File: src/rtl/mdio_pkg.sv
// Shared definitions for the MDIO PHY responder: FSM state codes, register
// map, register reset values, opcodes and the preamble length.
// Build option: MDIO_PREAMBLE_SUPPRESS_EN shortens the preamble to one bit.
package mdio_pkg;

  typedef logic [2:0] mdio_state_t;

  localparam mdio_state_t S_IDLE  = 3'd0;
  localparam mdio_state_t S_ST    = 3'd1;
  localparam mdio_state_t S_OP    = 3'd2;
  localparam mdio_state_t S_PHYAD = 3'd3;
  localparam mdio_state_t S_REGAD = 3'd4;
  localparam mdio_state_t S_TA    = 3'd5;
  localparam mdio_state_t S_RDATA = 3'd6;
  localparam mdio_state_t S_WDATA = 3'd7;

  localparam logic [4:0] REG_BMCR = 5'd0;
  localparam logic [4:0] REG_BMSR = 5'd1;
  localparam logic [4:0] REG_ID1  = 5'd2;
  localparam logic [4:0] REG_ID2  = 5'd3;
  localparam logic [4:0] REG_ANAR = 5'd4;

  localparam logic [15:0] BMCR_DEFAULT = 16'h3100;
  localparam logic [15:0] ANAR_DEFAULT = 16'h01E1;
  localparam logic [15:0] BMSR_BASE    = 16'h7809;

  localparam int BMCR_RESET_BIT = 15;
  localparam int BMCR_LOOP_BIT  = 14;
  localparam int BMCR_SPEED_BIT = 13;
  localparam int BMCR_DUPLEX_BIT = 8;
  localparam int BMSR_LINK_BIT  = 2;

  localparam logic [1:0] OP_READ  = 2'b10;
  localparam logic [1:0] OP_WRITE = 2'b01;

`ifdef MDIO_PREAMBLE_SUPPRESS_EN
  localparam logic [5:0] PREAMBLE_LEN = 6'd1;
`else
  localparam logic [5:0] PREAMBLE_LEN = 6'd32;
`endif

endpackage

File: src/rtl/mdio_phy_regfile.sv
// MII register file: BMCR/ANAR storage, BMCR soft-reset, read mux and
// registered configuration outputs.
module mdio_phy_regfile
  import mdio_pkg::*;
#(
  parameter logic [15:0] PHY_ID1 = 16'h0022,
  parameter logic [15:0] PHY_ID2 = 16'h1561
) (
  input  logic        clock,
  input  logic        reset,
  input  logic        wr_en,
  input  logic [4:0]  wr_addr,
  input  logic [15:0] wr_data,
  input  logic [4:0]  rd_addr,
  output logic [15:0] rd_data,
  input  logic        link_up,
  output logic        cfg_loopback,
  output logic        cfg_speed100,
  output logic        cfg_duplex
);

  logic [15:0] bmcr;
  logic [15:0] anar;

  // Writable registers; a BMCR write with the reset bit restores both to defaults.
  always_ff @(posedge clock) begin
    if (!reset) begin
      bmcr <= BMCR_DEFAULT;
      anar <= ANAR_DEFAULT;
    end else if (wr_en) begin
      if (wr_addr == REG_BMCR) begin
        if (wr_data[BMCR_RESET_BIT]) begin
          bmcr <= BMCR_DEFAULT;
          anar <= ANAR_DEFAULT;
        end else begin
          bmcr <= wr_data;
        end
      end else if (wr_addr == REG_ANAR) begin
        anar <= wr_data;
      end
    end
  end

  // Read mux; the BMCR reset bit always reads back as 0.
  always_comb begin
    rd_data = 16'h0000;
    case (rd_addr)
      REG_BMCR: rd_data = bmcr & 16'h7FFF;
      REG_BMSR: rd_data = BMSR_BASE | ({15'd0, link_up} << BMSR_LINK_BIT);
      REG_ID1:  rd_data = PHY_ID1;
      REG_ID2:  rd_data = PHY_ID2;
      REG_ANAR: rd_data = anar;
      default:  rd_data = 16'h0000;
    endcase
  end

  // Registered copies of the BMCR control bits.
  always_ff @(posedge clock) begin
    if (!reset) begin
      cfg_loopback <= BMCR_DEFAULT[BMCR_LOOP_BIT];
      cfg_speed100 <= BMCR_DEFAULT[BMCR_SPEED_BIT];
      cfg_duplex   <= BMCR_DEFAULT[BMCR_DUPLEX_BIT];
    end else begin
      cfg_loopback <= bmcr[BMCR_LOOP_BIT];
      cfg_speed100 <= bmcr[BMCR_SPEED_BIT];
      cfg_duplex   <= bmcr[BMCR_DUPLEX_BIT];
    end
  end

endmodule

File: src/rtl/mdio_phy_responder.sv
// MDIO (clause 22) PHY-side responder. Oversamples mdc/mdio on the system
// clock and decodes frames on synchronized mdc rising edges.
// Build option: MDIO_PREAMBLE_SUPPRESS_EN allows frames after a 1-bit preamble.
//
// state | meaning
// ------+----------------------------------------------------------
// IDLE  | counting preamble ones, waiting for the first start bit
// ST    | expecting the second start bit (1)
// OP    | collecting the 2-bit opcode
// PHYAD | shifting in the 5-bit PHY address
// REGAD | shifting in the 5-bit register address
// TA    | turnaround; on a matched read, drive 0 on the second bit
// RDATA | driving 16 data bits, then releasing the line
// WDATA | shifting in 16 data bits, committing on the last
module mdio_phy_responder
  import mdio_pkg::*;
#(
  parameter logic [4:0]  PHY_ADDR = 5'd1,
  parameter logic [15:0] PHY_ID1  = 16'h0022,
  parameter logic [15:0] PHY_ID2  = 16'h1561
) (
  input  logic       clock,
  input  logic       reset,
  input  logic       mdc,
  input  logic       mdio_i,
  output logic       mdio_o,
  output logic       mdio_oe,
  input  logic       link_up,
  output logic       cfg_loopback,
  output logic       cfg_speed100,
  output logic       cfg_duplex,
  output logic       reg_wr,
  output logic [4:0] reg_wr_addr
);

  logic        mdc_s1, mdc_s2, mdc_prev;
  logic        mdio_s1, mdio_s2;
  logic        mdc_rise;
  logic        bit_in;

  mdio_state_t state;
  logic [5:0]  pre_cnt;
  logic [4:0]  bit_cnt;
  logic        op_first;
  logic        op_rd;
  logic [3:0]  addr_sh;
  logic        phy_match;
  logic [4:0]  reg_addr;
  logic [15:0] data_sh;
  logic [15:0] rd_data;
  logic        wr_commit;
  logic [15:0] wr_data;

  // Two-flop synchronizers plus an mdc history flop for edge detection.
  always_ff @(posedge clock) begin
    if (!reset) begin
      mdc_s1   <= 1'b0;
      mdc_s2   <= 1'b0;
      mdc_prev <= 1'b0;
      mdio_s1  <= 1'b0;
      mdio_s2  <= 1'b0;
    end else begin
      mdc_s1   <= mdc;
      mdc_s2   <= mdc_s1;
      mdc_prev <= mdc_s2;
      mdio_s1  <= mdio_i;
      mdio_s2  <= mdio_s1;
    end
  end

  assign mdc_rise = mdc_s2 & ~mdc_prev;
  assign bit_in   = mdio_s2;

  // The regfile write happens on the same clock as the last data bit is seen.
  assign wr_commit = mdc_rise && (state == S_WDATA) && (bit_cnt == 5'd15) && phy_match;
  assign wr_data   = {data_sh[14:0], bit_in};

  // Frame decoder and line driver.
  always_ff @(posedge clock) begin
    if (!reset) begin
      state       <= S_IDLE;
      pre_cnt     <= 6'd0;
      bit_cnt     <= 5'd0;
      op_first    <= 1'b0;
      op_rd       <= 1'b0;
      addr_sh     <= 4'd0;
      phy_match   <= 1'b0;
      reg_addr    <= 5'd0;
      data_sh     <= 16'd0;
      mdio_oe     <= 1'b0;
      mdio_o      <= 1'b0;
      reg_wr      <= 1'b0;
      reg_wr_addr <= 5'd0;
    end else begin
      reg_wr <= 1'b0;
      if (mdc_rise) begin
        case (state)
          S_IDLE: begin
            if (bit_in) begin
              if (pre_cnt != PREAMBLE_LEN) pre_cnt <= pre_cnt + 6'd1;
            end else if (pre_cnt == PREAMBLE_LEN) begin
              state   <= S_ST;
              pre_cnt <= 6'd0;
            end else begin
              pre_cnt <= 6'd0;
            end
          end
          S_ST: begin
            bit_cnt <= 5'd0;
            pre_cnt <= 6'd0;
            state   <= bit_in ? S_OP : S_IDLE;
          end
          S_OP: begin
            if (bit_cnt == 5'd0) begin
              op_first <= bit_in;
              bit_cnt  <= 5'd1;
            end else begin
              bit_cnt <= 5'd0;
              if ({op_first, bit_in} == OP_READ) begin
                op_rd <= 1'b1;
                state <= S_PHYAD;
              end else if ({op_first, bit_in} == OP_WRITE) begin
                op_rd <= 1'b0;
                state <= S_PHYAD;
              end else begin
                state <= S_IDLE;
              end
            end
          end
          S_PHYAD: begin
            addr_sh <= {addr_sh[2:0], bit_in};
            if (bit_cnt == 5'd4) begin
              bit_cnt   <= 5'd0;
              phy_match <= ({addr_sh, bit_in} == PHY_ADDR);
              state     <= S_REGAD;
            end else begin
              bit_cnt <= bit_cnt + 5'd1;
            end
          end
          S_REGAD: begin
            addr_sh <= {addr_sh[2:0], bit_in};
            if (bit_cnt == 5'd4) begin
              bit_cnt  <= 5'd0;
              reg_addr <= {addr_sh, bit_in};
              state    <= S_TA;
            end else begin
              bit_cnt <= bit_cnt + 5'd1;
            end
          end
          S_TA: begin
            if (bit_cnt == 5'd0) begin
              bit_cnt <= 5'd1;
              mdio_oe <= 1'b0;
            end else begin
              bit_cnt <= 5'd0;
              if (op_rd) begin
                state   <= S_RDATA;
                data_sh <= rd_data;
                if (phy_match) begin
                  mdio_oe <= 1'b1;
                  mdio_o  <= 1'b0;
                end
              end else begin
                state <= S_WDATA;
              end
            end
          end
          S_RDATA: begin
            if (bit_cnt == 5'd16) begin
              mdio_oe <= 1'b0;
              mdio_o  <= 1'b0;
              bit_cnt <= 5'd0;
              state   <= S_IDLE;
            end else begin
              if (phy_match) mdio_o <= data_sh[15];
              data_sh <= {data_sh[14:0], 1'b0};
              bit_cnt <= bit_cnt + 5'd1;
            end
          end
          S_WDATA: begin
            data_sh <= wr_data;
            if (bit_cnt == 5'd15) begin
              bit_cnt <= 5'd0;
              pre_cnt <= 6'd0;
              state   <= S_IDLE;
              if (phy_match) begin
                reg_wr      <= 1'b1;
                reg_wr_addr <= reg_addr;
              end
            end else begin
              bit_cnt <= bit_cnt + 5'd1;
            end
          end
          default: state <= S_IDLE;
        endcase
      end
    end
  end

  mdio_phy_regfile #(
    .PHY_ID1 (PHY_ID1),
    .PHY_ID2 (PHY_ID2)
  ) u_regfile (
    .clock        (clock),
    .reset        (reset),
    .wr_en        (wr_commit),
    .wr_addr      (reg_addr),
    .wr_data      (wr_data),
    .rd_addr      (reg_addr),
    .rd_data      (rd_data),
    .link_up      (link_up),
    .cfg_loopback (cfg_loopback),
    .cfg_speed100 (cfg_speed100),
    .cfg_duplex   (cfg_duplex)
  );

endmodule

File: config.mk
export PLATFORM = sky130hd
export DESIGN_NAME = mdio_phy_responder
export DESIGN_NICKNAME = d
export VERILOG_FILES = /design/src/rtl/mdio_pkg.sv /design/src/rtl/mdio_phy_regfile.sv /design/src/rtl/mdio_phy_responder.sv
export SDC_FILE = /design/constraint.sdc
export NUM_CORES = 1
export LEC_CHECK = 0
export ABC_CLOCK_PERIOD_IN_PS = 2050
export BUFFER_PORTS_ARGS = -buffer_cell sky130_fd_sc_hd__buf_4
export CORE_MARGIN = 1
export CORE_UTILIZATION = 64
export CTS_BUF_LIST = sky130_fd_sc_hd__clkbuf_2 sky130_fd_sc_hd__clkbuf_4 sky130_fd_sc_hd__clkbuf_8
export CTS_CLUSTER_SIZE = 40
export DETAILED_ROUTE_END_ITERATION = 8
export HOLD_SLACK_MARGIN = 0.15
export PLACE_DENSITY = 0.93
export SLEW_MARGIN = 40
export SYNTH_ARGS = -nofsm -noshare
export SYNTH_HDL_FRONTEND = slang
export SYNTH_SLANG_ARGS = --single-unit
File: constraint.sdc
create_clock -name clock -period 2.05 [get_ports clock]
set_input_delay 0.205 -clock clock [delete_from_list [all_inputs] [get_ports clock]]
set_output_delay 0.205 -clock clock [all_outputs]
set_load 0.02 [all_outputs]
==> results.cfg, run 1 <==
[status]
status = finished, violations left
violations = DRC

[floorplanning]
core_area_mm2 = 0.00642
die_area_mm2 = 0.00708
initial_utilization_pct = 67.2
rows = 29
fp.dieW_um = 84.1
chipHeight_um = 84.1
ios = 16

[timing]
whs_ps = 329
slew_viol_final = 0
fmax_mhz = 520
finalWorstSetupSlack_ps = 126
setup_viol = 0
rsz0062_at_grt = yes
skew_ps = 6.92
maxSlewHeadroom_pct = 54.2
min_period_ps = 1920
worstMarginPinSlew_ps = 686
finalHoldViolations = 0
finalCritPeriodShare_pct = 93.9

[setup_path]
timing.critical_path.buf_inv = 1
r2r_cells = 7
cpPeakStageDelay_ps = 390
worstPathArrival_ps = 2240
r2r_slack_ps = 130
cp_max_fo = 22
critPathLaunchType = register
worstPathCellList = ha_1 > nand4b_2 > nor3_4 > buf_6 > o211a_1 > o21ai_0 > nand2_1
cp_data_required_time_ps = 2360
cpMaxStageDelayCell = dfxtp_1
path_class = register to register
timing.rr.end = u_regfile.anar[5]
r2r_start = bit_cnt[0]
cp_top_family = simple AND/OR/NAND/NOR gates
crit_path_end_kind = register

[synthesis]
synthesis.nets = 523
ys_types = 60
synth_enable_flop_cells = 0
syn_area_per_cell_um2 = 8.43
yosys_warnings = 0
synth-seq-cells = 89
synthTopCellsByArea = dfxtp_1 (41%), a21oi_1 (7.1%), mux2i_1 (5.8%)
synth_top_area_share_pct = 41.3
synth_top_area_cell = dfxtp_1
synthCells = 512
ys.flop_type = dfxtp_1
synthArstFlopShare_pct = 0
ys_seq_area_share_pct = 41.3
netlist_area_mm2 = 0.00432

[route]
vias = 4024
drc = 4
drt-wirelength-per-cell_um = 17.7
via_per_inst = 6.65
drtIter0Drc = 357
drtAntennaViolNets = 0
drt_pre_antenna_iters = 8
routed_wl_um = 10700

[cells_and_area]
layout.area.seq_mm2 = 0.00178
area_delta_synth_final_pct = 11.8
final_common_cell = dfxtp_1
final_nets = 534
final_cell_mix = dfxtp_1 (88), a21oi_1 (61), nand2_1 (43)
fillers = 435
drive_above_1_share_pct = 13.1
multiInputGateArea_mm2 = 0.00231
antennaDiodeCount = 0
fin_cells = 605

[global_route]
grtUsageTotal_pct = 31.3
grt_pass1_vias = 3791
antenna_found_initial = 0
grt_max_degree = 38
grt_first_pass_wirelength_um = 17700
overflow = 0

[clock_tree]
cts_buffer_depth = 2
cts_buffers = 9
clock_latency_ps = 370
path_clk_slew_ps = 90
htree_levels = 3
cts_tree = done
cts.sinks = 89
root_buffer = clkbuf_8

[pwr]
powerDensity_mw_per_mm2 = 642
leakagePower_uw = 0.00182
peakVddDrop_mv = 0.503

[placed_design]
dpl.hpwl_um = 6990
pre_cts_ws_ps = 133
gp_congestion = 0.928
dp_cells = 586
portBuffers = 15

[flow_run]
drv_cap = 0

[worst_hold_path]
hold_depth = 3
hold_class = input pin to register
min_to = u_regfile.anar[7]
hp-start = reset
[tightest hold or removal path: stages]
cell and delay [ps]:
buf_4 110, buf_4 250, nand2_1 90
[area by class of cell]
cell class | instances | share of cell area, %
clock buffer | 11 | 3.14
clock inverter | 5 | 1.30
timing repair buffer | 44 | 8.06
multi-input combinational | 370 | 47.9
sequential | 89 | 36.9
inverter | 9 | 0.700
tap | 77 | 2.00
[Yosys cell counts, types with 3 or more instances]
| library cell | count |
|---|---|
| a211oi_1 | 4 |
| a21oi_1 | 61 |
| a22oi_1 | 6 |
| a32o_1 | 3 |
| a32oi_1 | 3 |
| and2_1 | 10 |
| and3_1 | 7 |
| and3b_1 | 3 |
| buf_2 | 16 |
| clkbuf_1 | 24 |
| dfxtp_1 | 89 |
| ha_1 | 6 |
| inv_1 | 9 |
| mux2i_1 | 25 |
| nand2_1 | 43 |
| nand2b_1 | 4 |
| nand3_1 | 12 |
| nand3b_1 | 17 |
| nand4_1 | 16 |
| nand4b_1 | 4 |
| nor2_1 | 36 |
| nor2b_1 | 6 |
| nor3_1 | 9 |
| nor3b_1 | 7 |
| nor4_1 | 3 |
| o21ai_0 | 38 |
| o22ai_1 | 5 |
| o31ai_1 | 3 |
| or3_1 | 3 |
[sequential cells by signal, indices dropped and copies added (netlist names)]
register and count:
mdio_s1 1, reg_wr_addr 5, data_sh 16, mdio_o 1, reg_wr 1, u_regfile.anar 16
reg_addr 5, u_regfile.cfg_loopback 1, bit_in 1, mdc_s2 1, u_regfile.cfg_speed100 1, phy_match 1
mdc_s1 1, bit_cnt 5, state 3, op_first 1, addr_sh 4, mdio_oe 1
mdc_prev 1, pre_cnt 6, u_regfile.bmcr 15, u_regfile.cfg_duplex 1, op_rd 1
[worst max path at each step]
stage                          start                 to  slack, ps  cells after the start
after global placement    bit_cnt[1]  u_regfile.anar[8]        240                      7
after floorplan           bit_cnt[1]  u_regfile.bmcr[6]        360                      8
after detailed placement  bit_cnt[0]  u_regfile.anar[6]        130                      7
final                     bit_cnt[0]  u_regfile.anar[5]        130                      7
after CTS                 bit_cnt[0]  u_regfile.anar[5]         70                      7
after global routing      bit_cnt[1]  u_regfile.bmcr[4]        -30                      7
[per-stage QoR]
step | utilization (%) | instance area, um2 | power, uW | setup TNS, ps
after detailed placement | 71.2 | 4570 | 1840 | 0
after floorplan | - | 4320 | 1810 | 0
after global routing | 75.2 | 4830 | 3180 | -124
final | 75.2 | 4830 | 3100 | 0
after CTS | 74.8 | 4810 | 3100 | 0
after global placement | 71.2 | 4570 | 1840 | 0
[timing repair]
item | CTS | global route
endpoints found under the setup margin | 0 | 7
resized for setup | 0 | 3
endpoints found under the hold margin | 2 | 0
buffers inserted | 0 | 1
hold buffers | 2 | 0
[layer usage]
metal,GRT usage [%],up-vias,wire [um]
met4,19.0,0,341
met5,0,-,0
met3,4.52,35,842
met1,39.0,1892,4390
li1,-,1878,-
met2,51.7,219,5120
[power by group]
group	switching (uW)	leakage, uW	internal [uW]
logic	44.8	0.000995	24.2
clock network	659	0.000102	636
registers	3.02	0.000718	1730
total	707	0.00182	2390
[cells by family (layout without fill, tap and decap cells)]
logic type / after synthesis / in the layout / synth area share [%]
AND/OR/NAND/NOR: 192 / 192 / 25.3
AO/OA/AOI/OAI: 146 / 146 / 20.3
flip-flops: 89 / 89 / 41.3
buffers and inverters: 53 / 69 / 5.42
multiplexers: 25 / 25 / 5.80
adder cells (fa/ha/maj): 6 / 6 / 1.74
XOR/XNOR: 1 / 1 / 0.203
Note: power is estimated with default switching activity, not from simulation.
==> run 2: changes to the inputs <==
--- a/config.mk
+++ b/config.mk
@@ -14,6 +14,7 @@
 export DETAILED_ROUTE_END_ITERATION = 8
 export HOLD_SLACK_MARGIN = 0.15
 export PLACE_DENSITY = 0.93
+export RECOVER_POWER = 25
 export SLEW_MARGIN = 40
 export SYNTH_ARGS = -nofsm -noshare
 export SYNTH_HDL_FRONTEND = slang
==> run 2 against run 1 <==
- the run still ends with DRC left
- non-clock buffer count unchanged
- clock skew about the same
- final cell count unchanged
- via count down 1.0%
- core utilization down 0.68 points
- critical path depth unchanged
==> results.cfg, run 2 (synthesis gave the netlist of run 1 again) <==
[timing]
setup_viol = 0
finalCritPeriodShare_pct = 94.4
min_period_ps = 1940
maxSlewHeadroom_pct = 44.9
skew_ps = 6.59
slew_viol_final = 0
whs_ps = 326
fmax_mhz = 517
worstMarginPinSlew_ps = 818
finalHoldViolations = 0
rsz0062_at_grt = yes

[route]
drtIter0Drc = 400
drt_pre_antenna_iters = 7
vias = 3982
drtAntennaViolNets = 0
via_per_inst = 6.58
routed_wl_um = 10700
drt-wirelength-per-cell_um = 17.7
drc = 4

[cells_and_area]
reg.largest.list = data_sh (16), u_regfile.anar (16), u_regfile.bmcr (15)
multiInputGateArea_mm2 = 0.00231
final_util_pct = 74.5
fillers = 451
drive_above_1_share_pct = 11.0
final_cell_mix = dfxtp_1 (88), a21oi_1 (61), nand2_1 (43)
area_delta_synth_final_pct = 10.8
antennaDiodeCount = 0
final_nets = 534
layout.area.seq_mm2 = 0.00178
final_common_cell = dfxtp_1

[placed_design]
gp_congestion = 0.928
portBuffers = 15
dpl.hpwl_um = 6990

[global_route]
grt_first_pass_wirelength_um = 17700
grt_pass1_vias = 3791
grt_max_degree = 38
antenna_found_initial = 0
grtUsageTotal_pct = 31.3
overflow = 0

[setup_path]
crit_path_end_kind = register
cp_data_required_time_ps = 2360
cp_max_fo = 22
critPathLaunchType = register
path_class = register to register
worstPathArrival_ps = 2250

[clock_tree]
htree_levels = 3
cts_buffer_depth = 2
clock_latency_ps = 370
root_buffer = clkbuf_8
cts.sinks = 89
cts_buffers = 9
path_clk_slew_ps = 90
cts_tree = done

[floorplanning]
die_area_mm2 = 0.00708
rows = 29
core_area_mm2 = 0.00642
ios = 16
initial_utilization_pct = 67.2
chipHeight_um = 84.1
fp.dieW_um = 84.1

[pwr]
leakagePower_uw = 0.00177
powerDensity_mw_per_mm2 = 648
peakVddDrop_mv = 0.496
power_uw = 3100

[flow_run]
drv_cap = 0

[status]
status = finished, violations left
violations = DRC

[worst_hold_path]
hold_class = input pin to register
run 2: changes by cell type in the layout (fill, tap and decap cells not counted), sizes merged:
| cell | previous run | this run |
|---|---|---|
| clkbuf | 11 | 25 |
| buf | 42 | 28 |
run 2: power breakdown:
part           total, uW  internal [uW]  switching (uW)
Sequential          1730           1730            3.01
Clock               1300            636             660
Combinational       69.0           23.9            45.1
Total               3100           2390             708
run 2: what timing repair did:
item,4_1_cts,5_1_grt
hold endpoints to repair,2,0
hold buffers,2,0
resized for setup,0,3
setup buffers,0,1
endpoints found under the setup margin,0,7
run 2: path summary, 6_finish.rpt:
kind                    from                 to  slack [ps]  cells after the start
setup / recovery  bit_cnt[0]  u_regfile.anar[5]         110                      7
hold / removal         reset  u_regfile.anar[7]         330                      3
setup reg to reg  bit_cnt[0]  u_regfile.anar[5]         110                      7
hold reg to reg       mdc_s1             mdc_s2         450                      1
run 2: area by class of cell:
type                            instances  area share, %
Timing Repair Buffer                   44           7.22
Inverter                                9          0.706
Clock buffer                           11           3.17
Tap cell                               77           2.01
Sequential cell                        89           37.3
Clock inverter                          5           1.31
Multi-Input combinational cell        370           48.3
run 2: layer usage:
metal  GRT usage, %  vias to the layer above  part of all wire, %
met5              0                        -                    0
met4           19.0                        0                  2.7
met3           4.52                       29                  7.1
met2           51.7                      179                   48
met1           39.0                     1900                   42
li1               -                     1874                    -
run 2: critical path: stages, from the launching register on:
cell and delay, ps:
dfxtp_1 390, ha_1 230, nand4b_2 210, nor3_4 310, buf_6 280, o211a_1 250
o21ai_0 120, nand2_1 90
run 2: through the flow:
step                      instances  setup TNS (ps)  area [um2]  worst slack [ps]
after floorplan                 512               0        4320               359
after global placement          586               0        4570               243
after detailed placement        586               0        4570               133
after CTS                       604               0        4810              71.4
after global routing            605            -124        4780             -30.6
final                           605               0        4780               115
